File: config.mk
export PLATFORM = sky130hd
export DESIGN_NAME = chu_uart_poll_sched
export DESIGN_NICKNAME = d
export VERILOG_FILES = /design/src/rtl/chu_uart_poll_sched.sv
export SDC_FILE = /design/constraint.sdc
export NUM_CORES = 1
export LEC_CHECK = 0
export ABC_AREA = 1
export BUFFER_PORTS_ARGS = -buffer_cell sky130_fd_sc_hd__buf_4
export CORE_MARGIN = 2
export CORE_UTILIZATION = 30
export DETAILED_ROUTE_END_ITERATION = 8
export GPL_TIMING_DRIVEN = 0
export PLACE_DENSITY = 0.56
export RECOVER_POWER = 100
export SYNTH_ARGS = -nofsm -noshare
export SYNTH_HDL_FRONTEND = slang
export SYNTH_SLANG_ARGS = --single-unit
File: constraint.sdc
create_clock -name clk -period 2.2 [get_ports clk]
set_input_delay 0.22 -clock clk [delete_from_list [all_inputs] [get_ports clk]]
set_output_delay 0.22 -clock clk [all_outputs]
set_load 0.02 [all_outputs]
File: src/rtl/chu_uart_poll_sched.sv
// chu_uart_poll_sched: round-robin query/reply poller over N_CH UART FIFO ports on the FPro slot bus.
// Define POLL_STATS_EN to add saturating per-channel timeout counters in RESP[c][31:16].
module chu_uart_poll_sched #(
   parameter int N_CH = 3,
   parameter int TO_W = 16
) (
   input  logic              clk,
   input  logic              reset,
   input  logic              cs,
   input  logic              read,
   input  logic              write,
   input  logic [4:0]        addr,
   input  logic [31:0]       wr_data,
   output logic [31:0]       rd_data,
   output logic [N_CH-1:0]   wr_uart,
   output logic [8*N_CH-1:0] w_data,
   input  logic [N_CH-1:0]   tx_full,
   output logic [N_CH-1:0]   rd_uart,
   input  logic [8*N_CH-1:0] r_data,
   input  logic [N_CH-1:0]   rx_empty
);
   localparam int CW = N_CH > 1 ? $clog2(N_CH) : 1;
   typedef enum logic [2:0] {IDLE, WAIT, SEL, FLUSH, SEND, RESP, NEXT} state_t;
   state_t state, state_nxt;
   logic en, en_w, load_p, rx_rdy, tx_go, got, expire, unused_bits;
   logic [N_CH-1:0] mask, served, avail, upd_v, upd_t, clr, resp_v, resp_t;
   logic [CW-1:0] ch, pick;
   logic [23:0] period, pcnt;
   logic [TO_W-1:0] tmo, tcnt;
   logic [7:0] query, rx_byte;
   logic [7:0] resp_byte [N_CH];
   logic [15:0] stat [N_CH];

   // a CTRL write clearing EN takes effect on the very next state
   assign en_w = (cs && write && addr == 5'd0) ? wr_data[0] : en;
   assign avail = mask & ~served;
   assign rx_rdy = !rx_empty[ch];
   assign rx_byte = r_data[{ch, 3'b000} +: 8];
   assign tx_go = state == SEND && !tx_full[ch];
   assign got = state == RESP && rx_rdy;
   assign expire = state == RESP && !rx_rdy && tcnt <= TO_W'(1);
   assign unused_bits = ^wr_data[31:24];

   always_comb begin
      pick = '0;
      for (int i = N_CH - 1; i >= 0; i--) if (avail[i]) pick = CW'(i);
   end

   always_comb begin
      wr_uart = '0;
      rd_uart = '0;
      w_data = '0;
      wr_uart[ch] = tx_go;
      rd_uart[ch] = (state == FLUSH || state == RESP) && rx_rdy;
      w_data[{ch, 3'b000} +: 8] = tx_go ? query : 8'h00;
   end

   always_comb begin
      state_nxt = state;
      load_p = 1'b0;
      case (state)
         IDLE: begin state_nxt = WAIT; load_p = 1'b1; end
         WAIT: if (pcnt <= 24'd1) begin state_nxt = |mask ? SEL : WAIT; load_p = ~|mask; end
         SEL: begin state_nxt = |avail ? FLUSH : WAIT; load_p = ~|avail; end
         FLUSH: state_nxt = rx_rdy ? FLUSH : SEND;
         SEND: state_nxt = tx_go ? RESP : SEND;
         RESP: state_nxt = (got || expire) ? NEXT : RESP;
         NEXT: begin state_nxt = |avail ? SEL : WAIT; load_p = ~|avail; end
         default: state_nxt = IDLE;
      endcase
      if (!en_w) state_nxt = IDLE;
   end

   always_comb begin
      upd_v = '0;
      upd_t = '0;
      clr = '0;
      for (int c = 0; c < N_CH; c++) begin
         upd_v[c] = got && ch == CW'(c);
         upd_t[c] = expire && ch == CW'(c);
         clr[c] = cs && read && addr == 5'(4 + c);
      end
   end

   always_ff @(posedge clk) begin
      if (reset) begin
         state <= IDLE;
         en <= 1'b0;
         mask <= '0;
         period <= '0;
         tmo <= '0;
         query <= '0;
         pcnt <= '0;
         tcnt <= '0;
         ch <= '0;
         served <= '0;
         resp_v <= '0;
         resp_t <= '0;
         for (int c = 0; c < N_CH; c++) resp_byte[c] <= '0;
      end else begin
         state <= state_nxt;
         if (cs && write) begin
            if (addr == 5'd0) {mask, en} <= wr_data[N_CH:0];
            if (addr == 5'd1) period <= wr_data[23:0];
            if (addr == 5'd2) tmo <= wr_data[TO_W-1:0];
            if (addr == 5'd3) query <= wr_data[7:0];
         end
         pcnt <= load_p ? (period == '0 ? 24'd1 : period) : pcnt - 24'(state == WAIT);
         tcnt <= tx_go ? (tmo == '0 ? TO_W'(1) : tmo) : tcnt - TO_W'(state == RESP);
         served <= state == WAIT ? '0 : state == SEL ? served | (N_CH'(1) << pick) : served;
         ch <= state_nxt == IDLE ? '0 : state == SEL ? pick : ch;
         // hardware updates take priority over clear-on-read
         for (int c = 0; c < N_CH; c++) begin
            if (upd_v[c]) begin
               resp_byte[c] <= rx_byte;
               resp_v[c] <= 1'b1;
            end else if (upd_t[c]) begin
               resp_t[c] <= 1'b1;
            end else if (clr[c]) begin
               resp_byte[c] <= '0;
               resp_v[c] <= 1'b0;
               resp_t[c] <= 1'b0;
            end
         end
      end
   end

`ifdef POLL_STATS_EN
   always_ff @(posedge clk) begin
      for (int c = 0; c < N_CH; c++) begin
         if (reset) stat[c] <= '0;
         else if (upd_t[c]) stat[c] <= stat[c] + 16'(stat[c] != 16'hFFFF);
         else if (clr[c] && !upd_v[c]) stat[c] <= '0;
      end
   end
`else
   always_comb begin
      for (int c = 0; c < N_CH; c++) stat[c] = '0;
   end
`endif

   always_comb begin
      rd_data = '0;
      case (addr)
         5'd0: rd_data = 32'({mask, en});
         5'd1: rd_data = 32'(period);
         5'd2: rd_data = 32'(tmo);
         5'd3: rd_data = 32'(query);
         5'd15: rd_data = 32'({3'(ch), 1'b0, state});
         default: for (int c = 0; c < N_CH; c++) if (addr == 5'(4 + c)) rd_data = {stat[c], 6'd0, resp_t[c], resp_v[c], resp_byte[c]};
      endcase
   end
endmodule

Word level (Yosys, flattened, before mapping)
Memories as Yosys holds them, arrays and structs flattened.
Index checks and enable logic that the tools add are counted.
- mux-type cells: 74
- bitwise logic cells: 15
- $add $sub $neg: 3
- reduce and logical (&&, ||, !) cells: 51
- eq/ne operators: 18
- shift operators: 4
- $lt $le $gt $ge: 4
- operators with widths (kind ; count):
    $pmux W32 S5 ; 1
    $mux W32 ; 2
    $mux W8 ; 7
    $mux W24 ; 2
    $mux W1 ; 44
    $mux W16 ; 2
    $and A24 B24 Y24 ; 1
    $le A24 B1 Y1 const B ; 1
    $logic_not A24 Y1 ; 1
    $shift A8 B7 Y24 const A ; 1
    $shiftx A24 B6 Y8 ; 1
    $shiftx A8 B7 Y24 ; 1
    $sub A24 B1 Y24 ; 1
    $pmux W3 S7 ; 1
    $reduce_and A2 Y1 ; 10
    $logic_and A1 B1 Y1 ; 18
    $le A16 B1 Y1 const B ; 1
    $logic_not A16 Y1 ; 1
    $sub A16 B1 Y16 ; 1
    $eq A5 B3 Y1 const B ; 3
    $mux W2 ; 7
    $reduce_bool A2 Y1 ; 6
    $eq A5 B2 Y1 const B ; 2
    $mux W10 ; 1
    other kinds (28) ; 53
- memory bits (writable): 24
- register bits: 106
- memories kept: 1
- output and inout port bits: 62
- word-level logic and storage cells: 186
- input bits: 72
- memory list (memory ; words ; width ; rd ports ; clocked after Yosys merged registers in ; write ports ; RTL line ; source):
    resp_byte ; 3 ; 8 ; 3 ; 0 ; 3 ; 31 ; logic [7:0] resp_byte [N_CH];

Logic depth before layout (Yosys ltp)
Gate-level depths: netlist of the first run.
- depth in word-level cells: 10
- depth in mapped cells: 13
- mapped depth without buffers: 13

Worst setup path before layout of the first run
Ideal clock, no wire load.
- path type: register -> output
- from: reg ch[0]
- to: out w_data[0]
- required time: 1.980 ns
- path buffers: 1
- path slack: 0.206 ns
- data arrival time: 1.774 ns
- cell stages (with the launch flop): 7
- path through: dfxtp_1 inv_2 buf_6 ha_1 nor2_1 nand2_1 nor3_1
- longest elaborated chain between the ends: 7
- elaborated cells on any way between the ends: 9
- those cells by class: 1 x add/sub; 2 x shift; 3 x mux; 1 x bitwise; 2 x reduce/logical
- ends and longest elaborated chain (item ; RTL line ; source):
    start, declared ; 27 ; logic [CW-1:0] ch, pick;
    start signal, assigned ; 111 ; ch <= state_nxt == IDLE ? '0 : state == SEL ? pick : ch;
    $bmux W1 S2 ; 39 ; assign tx_go = state == SEND && !tx_full[ch];
    $mux W1 (not written as such) ; 39 ;
    $logic_not A1 Y1 ; 39 ;
    $logic_and A1 B1 Y1 ; 39 ;
    $mux W8 ; 55 ; w_data[{ch, 3'b000} +: 8] = tx_go ? query : 8'h00;
    $shiftx A8 B7 Y24 ; 55 ;
    $and A24 B24 Y24 (no source line) (*) ; -- ;
    end, declared ; 16 ; output logic [8*N_CH-1:0] w_data,
Mark *: on every way between the ends. The rest lies on a longest branch, timed or not. The select of a mux whose other input is x is not followed.

Worst setup path after layout of the first run
- from: reg state[1]
- to: out w_data[23]
- longest elaborated chain between the ends: 5
- ends and longest elaborated chain (item ; RTL line ; source):
    start, declared ; 24 ; state_t state, state_nxt;
    start signal, assigned ; 101 ; state <= state_nxt;
    $eq A3 B3 Y1 ; 39 ;
    $logic_and A1 B1 Y1 ; 39 ;
    $mux W8 ; 55 ;
    $shiftx A8 B7 Y24 ; 55 ;
    $and A24 B24 Y24 (no source line) ; -- ;
Every way passes these cells.

==> impl_metrics.ini, run 1 <==
[critical_path]
cp_num_buf_inv = 4
cp-start-kind = flip-flop
crit_slowest_cell = dfxtp_1
crit_fanout = 7
critical-path-max-stage-delay_ns = 0.34
crit_family = buffers and inverters
required_ns = 1.98
criticalPathCategory = flip-flop to primary output
crit_chain = inv_2 -> nand3_2 -> a21oi_2 -> nand2_4 -> inv_4 -> buf_4 -> nand3_2 -> nor2_1 -> buf_4
worstSetupEndpointType = primary output
reg2reg_slack_ns = 0.15
arrival_ns = 1.89

[cts]
cts_made_buffers = 17
cts_root_buf = clkbuf_16
clkTransAtPathRegs_ns = 0.06
cts.sinks = 130
clockBufferDepth = 2
htree_levels = 4
cts_tree = done
clkLatencyLatePin_ns = 0.43

[grt]
grt_pass1_wl_mm = 38.9
grt_max_degree = 17
antenna_found_initial = 0
grt_pass1_vias = 7201
grtUsageTotal_pct = 19.6
grt-ovfl-total = 0

[route]
drtPass1Iterations = 5
drt_iter0_markers = 414
final_antenna_net_count = 0
vias_per_cell = 4.87
routed_wl_mm = 24.5
wire_per_inst_um = 16.0
drc = 0
vias = 7465

[die]
rows = 56
design.core.area_um2 = 23500
die-area_um2 = 25200
dieWidth_um = 159
die_h_um = 159
ios = 134
initial_core_util_pct = 30.6

[yosys]
synth_simple_gate_area_share_pct = 31.1
yosysWarnings = 0
muxShareOfSynthArea_pct = 0
syn_area_per_cell_um2 = 6.84
ys.flop_type = dfxtp_1
synth_compound_area_share_pct = 16.7
synthAdderAreaFrac_pct = 1.57
synth_area_leader_cell = dfxtp_1
async_reset_ff_share_pct = 0
yosys.area.top_type_share_pct = 31.8
synth_top_family_by_area = simple AND/OR/NAND/NOR gates
synth-xor-area-share_pct = 2.80
synthDistinctLibCells = 50
ys_ff_latch = 130
synth_area_leaders = dfxtp_1, nor2_1, nand2_1
syn_area_um2 = 7190
synth-edff-count = 16
ys_seq_area_share_pct = 38.4
syn_inst = 1051

[timing]
finClkSkew_ns = 0.00863
slew_violations = 0
slew_headroom_pct = 45.4
setup_viol = 0
fmax_mhz = 473
final.min_clock_period_ns = 2.11
worst_slew_pin_slew_ns = 0.820
rsz0062_at_grt = true
final_hold_viol_count = 0
fin_crit_sh_pct = 96.0

[pwr]
power_density_nw_per_um2 = 598
finalPower_mw = 5.61
share_comb_of_total_power_pct = 6.4
leakage_nw = 4.12
switching_share_pct = 22.5
p_int_mw = 4.35
seqPwrFrac_pct = 43.4
power.switching_mw = 1.27
power_frac_clock_pct = 50.2
peakVddDrop_v = 0.000401

[layout]
drive_gt1_share_pct = 21.7
area_growth_pct = 30.7
final_common_cell = nor2_1
design_area_um2 = 9390
mostFrequentLayoutCells = nor2_1, nand2_1, buf_4
final.fill_count = 2535
fin_nets = 1285
final_cell_count_no_fill = 1533
antenna_cells = 0

[placement]
placed_cell_area_um2 = 8490
dp_hpwl_mm = 19.1
dp_cells = 1494
gp_congestion = 0.903
portBuffers = 117

[hold_path]
hold_path.class = primary input to flip-flop

[run_status]
status = finished clean

[run]
drv_cap = 0
## flip-flops by register name, indices dropped and copies added, names as in the netlist, 8 cells and up
name and count:
resp_byte 24, period 24, tmo 16, tcnt 16
pcnt 24, query 8
## worst reg2reg max path, stage by stage (launching register included)
cell,delay [ns]
dfxtp_1,0.34
inv_2,0.14
nand2_1,0.11
nor2_4,0.19
buf_4,0.14
nand2_1,0.05
nor2_2,0.20
nand3_1,0.14
nand2_1,0.16
nand3_4,0.12
nand2_4,0.14
nor2_1,0.07
## timing repair
| item | in CTS | in global routing |
|---|---|---|
| buffers inserted | 7 | 5 |
| resized for setup | 36 | 38 |
| gates cloned | 0 | 0 |
| endpoints found under the setup margin | 44 | 66 |
| hold buffers | 0 | 0 |
| pin swaps | 5 | 11 |
## synthesized netlist by cell type (2+ instances only)
master,instances
o211ai_1,5
o22ai_1,10
nand3_4,3
xnor2_1,9
o21ai_0,91
edfxtp_1,16
nor2_1,215
buf_2,8
a22oi_1,8
o21ai_1,13
nand2_1,156
nand2_4,5
clkinv_1,3
or2_2,4
nor2_4,5
dfxtp_1,114
a211oi_1,2
o21bai_1,3
a31oi_1,3
buf_1,3
nand4_1,18
nand2_2,8
ha_1,9
buf_4,10
nor2_2,11
inv_1,104
or2_1,5
nor3_1,19
nor4_1,6
xor2_1,14
o2111ai_1,3
nand3_1,43
clkbuf_1,17
inv_2,16
a21oi_1,77
## cell families after synthesis
family | count (synthesis)
XOR/XNOR | 23
AND/OR/NAND/NOR | 503
other | 1
AO/OA/AOI/OAI | 221
buffers and inverters | 164
adder cells (fa/ha/maj) | 9
flip-flops | 130
## final cells by class
type,instances,area (um2),share of cell area (%)
plain buffers,39,224,2.38
clock buffers,26,541,5.75
clock inverters,3,42.5,0.453
inverters,124,485,5.17
multi-input cells,764,3950,42.1
flip-flops and latches,130,2770,29.5
well taps,319,399,4.25
repair buffers,128,977,10.4
## metal layers
layer | wire [um] | vias up | GRT usage [%]
met5 | 0 | - | 0
met1 | 11100 | 3473 | 25.7
li1 | - | 3737 | -
met3 | 1450 | 32 | 3.89
met2 | 11400 | 223 | 32.2
met4 | 558 | 0 | 6.59
## power groups by stage
stage                     combinational [mW]  sequential [mW]  clock (mW)
after floorplan                        0.182             2.48           0
after global placement                 0.354             2.49           0
after detailed placement               0.357             2.49           0
after CTS                              0.359             2.43        2.85
after global routing                   0.393             2.44        2.94
final                                  0.360             2.43        2.82
## stage by stage
| stage | hold slack [ns] | util (%) | setup WS (ns) | TNS, ns |
|---|---|---|---|---|
| final | 0.0318 | 40.0 | 0.0872 | 0 |
| after global routing | 0.0335 | 40.0 | -0.0191 | -0.0484 |
| after CTS | 0.0135 | 39.4 | -0.00867 | -0.0111 |
| after detailed placement | 0.454 | 36.2 | -0.266 | -6.48 |
| after global placement | 0.448 | 36.2 | -0.265 | -6.50 |
| after floorplan | 0.355 | - | 0.206 | 0 |
## final timing paths
kind                          start                       endpoint  depth (start not counted)
max             state[1]$_SDFF_PP0_                     w_data[23]                          9
min                     wr_data[14]           tmo[14]$_SDFFE_PP0P_                          3
max reg2reg     state[1]$_SDFF_PP0_  resp_byte[0][3]$_SDFFCE_PP0P_                         11
min reg2reg  resp_v[0]$_SDFFE_PP0P_         resp_v[0]$_SDFFE_PP0P_                          2
Note: power is estimated with default switching activity, not from simulation.
==> inputs of run 2 (changes only) <==
--- a/config.mk
+++ b/config.mk
@@ -10,7 +10,6 @@
 export CORE_MARGIN = 2
 export CORE_UTILIZATION = 30
 export DETAILED_ROUTE_END_ITERATION = 8
-export GPL_TIMING_DRIVEN = 0
 export PLACE_DENSITY = 0.56
 export RECOVER_POWER = 100
 export SYNTH_ARGS = -nofsm -noshare
==> run 2 against run 1 <==
Sequential power hardly changed; sequential share of layout area is 0.41 points higher; fmax is 0.81% higher; sequential cell count stayed put; largest power group unchanged; non-clock buffer count is 19 lower.
==> impl_metrics.ini, run 2 (synthesis results as in run 1) <==
[die]
initial_core_util_pct = 30.6
ios = 134
design.core.area_um2 = 23500
rows = 56
die_h_um = 159
die-area_um2 = 25200
dieWidth_um = 159

[timing]
final.setup.tns_ns = 0
final_hold_viol_count = 0
worst_slew_pin_slew_ns = 0.677
fmax_mhz = 477
slew_violations = 0
fin_crit_sh_pct = 95.3
setup_viol = 0
finClkSkew_ns = 0.00771
final.min_clock_period_ns = 2.10
rsz0062_at_grt = true
slew_headroom_pct = 54.8

[cts]
cts.sinks = 130
clkTransAtPathRegs_ns = 0.06
clockBufferDepth = 2
cts_tree = done
clkLatencyLatePin_ns = 0.43
cts_made_buffers = 17
cts_root_buf = clkbuf_16
htree_levels = 4

[grt]
antenna_found_initial = 0
grt_pass1_vias = 6860
grt_max_degree = 48
grt-ovfl-total = 0
grtUsageTotal_pct = 18.1
grt_pass1_wl_mm = 36.3

[route]
vias = 7267
final_antenna_net_count = 0
drc = 0
drtPass1Iterations = 5
routed_wl_mm = 23.1
drt_iter0_markers = 481
vias_per_cell = 4.79
wire_per_inst_um = 15.2

[hold_path]
hold_path.class = primary input to flip-flop
whs_path_depth = 3

[critical_path]
reg2reg_depth = 12
cp_num_buf_inv = 3
crit_family = buffers and inverters
crit_fanout = 10
arrival_ns = 1.88
crit_slowest_cell = dfxtp_4
critical-path-max-stage-delay_ns = 0.37
crit_chain = buf_6 -> nor2_1 -> nor2_1 -> o21ai_1 -> nand2_2 -> buf_8 -> nor2_2 -> buf_4
criticalPathCategory = flip-flop to primary output
cp-start-kind = flip-flop
worstSetupEndpointType = primary output
cp.depth = 8
crit_top_cell = nor2_1
required_ns = 1.98

[placement]
dp_hpwl_mm = 17.7
portBuffers = 117
gp_congestion = 0.906
dp_cells = 1479

[layout]
antenna_cells = 0
area_growth_pct = 28.7
mostFrequentLayoutCells = nor2_1, nand2_1, buf_4
top_regs = pcnt: 24 flops, period: 24 flops, resp_byte: 24 flops
fin_nets = 1266
final_common_cell = nor2_1
drive_gt1_share_pct = 21.0
final.fill_count = 2484
final_cell_count_no_fill = 1517

[pwr]
leakage_nw = 4.12
power_density_nw_per_um2 = 618
peakVddDrop_v = 0.000471

[run_status]
status = finished clean

[run]
drv_cap = 0
[run 2: cell types whose count changed in the layout (fill, tap and decap cells not counted), sizes merged]
cell,delta
bufinv,+2
clkinv,+6
clkbuf,-23
clkinvlp,-2
inv,+1
[run 2: worst reg2reg max path, stage by stage (launching register included)]
cell and delay (ns):
dfxtp_1 0.33, inv_2 0.12, nand3_1 0.16, inv_1 0.12
ha_1 0.18, ha_2 0.23, nand2_2 0.12, nor3_2 0.14
buf_4 0.16, nand4_1 0.13, xnor2_1 0.16, nor2_1 0.09
nor2_1 0.05
[run 2: layer usage]
| metal | global-route usage [%] | vias up | part of all wire [%] |
|---|---|---|---|
| met5 | 0 | - | 0 |
| met4 | 5.80 | 0 | 1.8 |
| met3 | 3.76 | 26 | 5.4 |
| met2 | 30.3 | 188 | 48 |
| met1 | 23.4 | 3354 | 45 |
| li1 | - | 3699 | - |
[run 2: worst paths after layout]
kind | startpoint | slack (ns) | endpoint
max | ch[0]$_SDFFE_PP0P_ | 0.10 | wr_uart[2]
min | wr_data[14] | 0.03 | tmo[14]$_SDFFE_PP0P_
max reg2reg | state[1]$_SDFF_PP0_ | 0.11 | pcnt[18]$_SDFF_PP0_
min reg2reg | resp_v[1]$_SDFFE_PP0P_ | 0.47 | resp_v[1]$_SDFFE_PP0P_
[run 2: what timing repair did]
item	in CTS	in global routing
hold buffers	0	0
pin swaps	2	3
endpoints found under the setup margin	29	64
cloned	0	1
resized for setup	10	35
buffers inserted	1	4
hold endpoints to repair	0	0
[run 2: through the flow]
stage / total power, mW / setup WS [ns] / instance area (um2) / hold slack (ns) / utilization, %
finish: 5.72 / 0.104 / 9250 / 0.0270 / 39.4
global route: 5.88 / -0.0641 / 9250 / 0.0339 / 39.4
CTS: 5.75 / 0.00978 / 9130 / 0.0167 / 38.9
detailed placement: 2.83 / 0.102 / 8500 / 0.454 / 36.2
global placement: 2.82 / 0.120 / 8500 / 0.455 / 36.2
floorplan: 2.67 / 0.206 / 7210 / 0.355 / -
[run 2: cell type report]
| class | count | area (um2) | share of cell area (%) |
|---|---|---|---|
| clock buffer | 22 | 474 | 5.13 |
| clock inverter | 10 | 130 | 1.41 |
| inverter | 124 | 487 | 5.26 |
| multi-input combinational | 764 | 3850 | 41.6 |
| sequential | 130 | 2770 | 29.9 |
| tap | 319 | 399 | 4.32 |
| timing repair buffer | 148 | 1140 | 12.3 |
[run 2: report_power, final]
group	total, mW	internal [mW]	leakage [nW]	switching, mW
Clock	2.95	1.86	0.304	1.08
Combinational	0.335	0.135	2.73	0.200
Sequential	2.43	2.42	1.08	0.0119
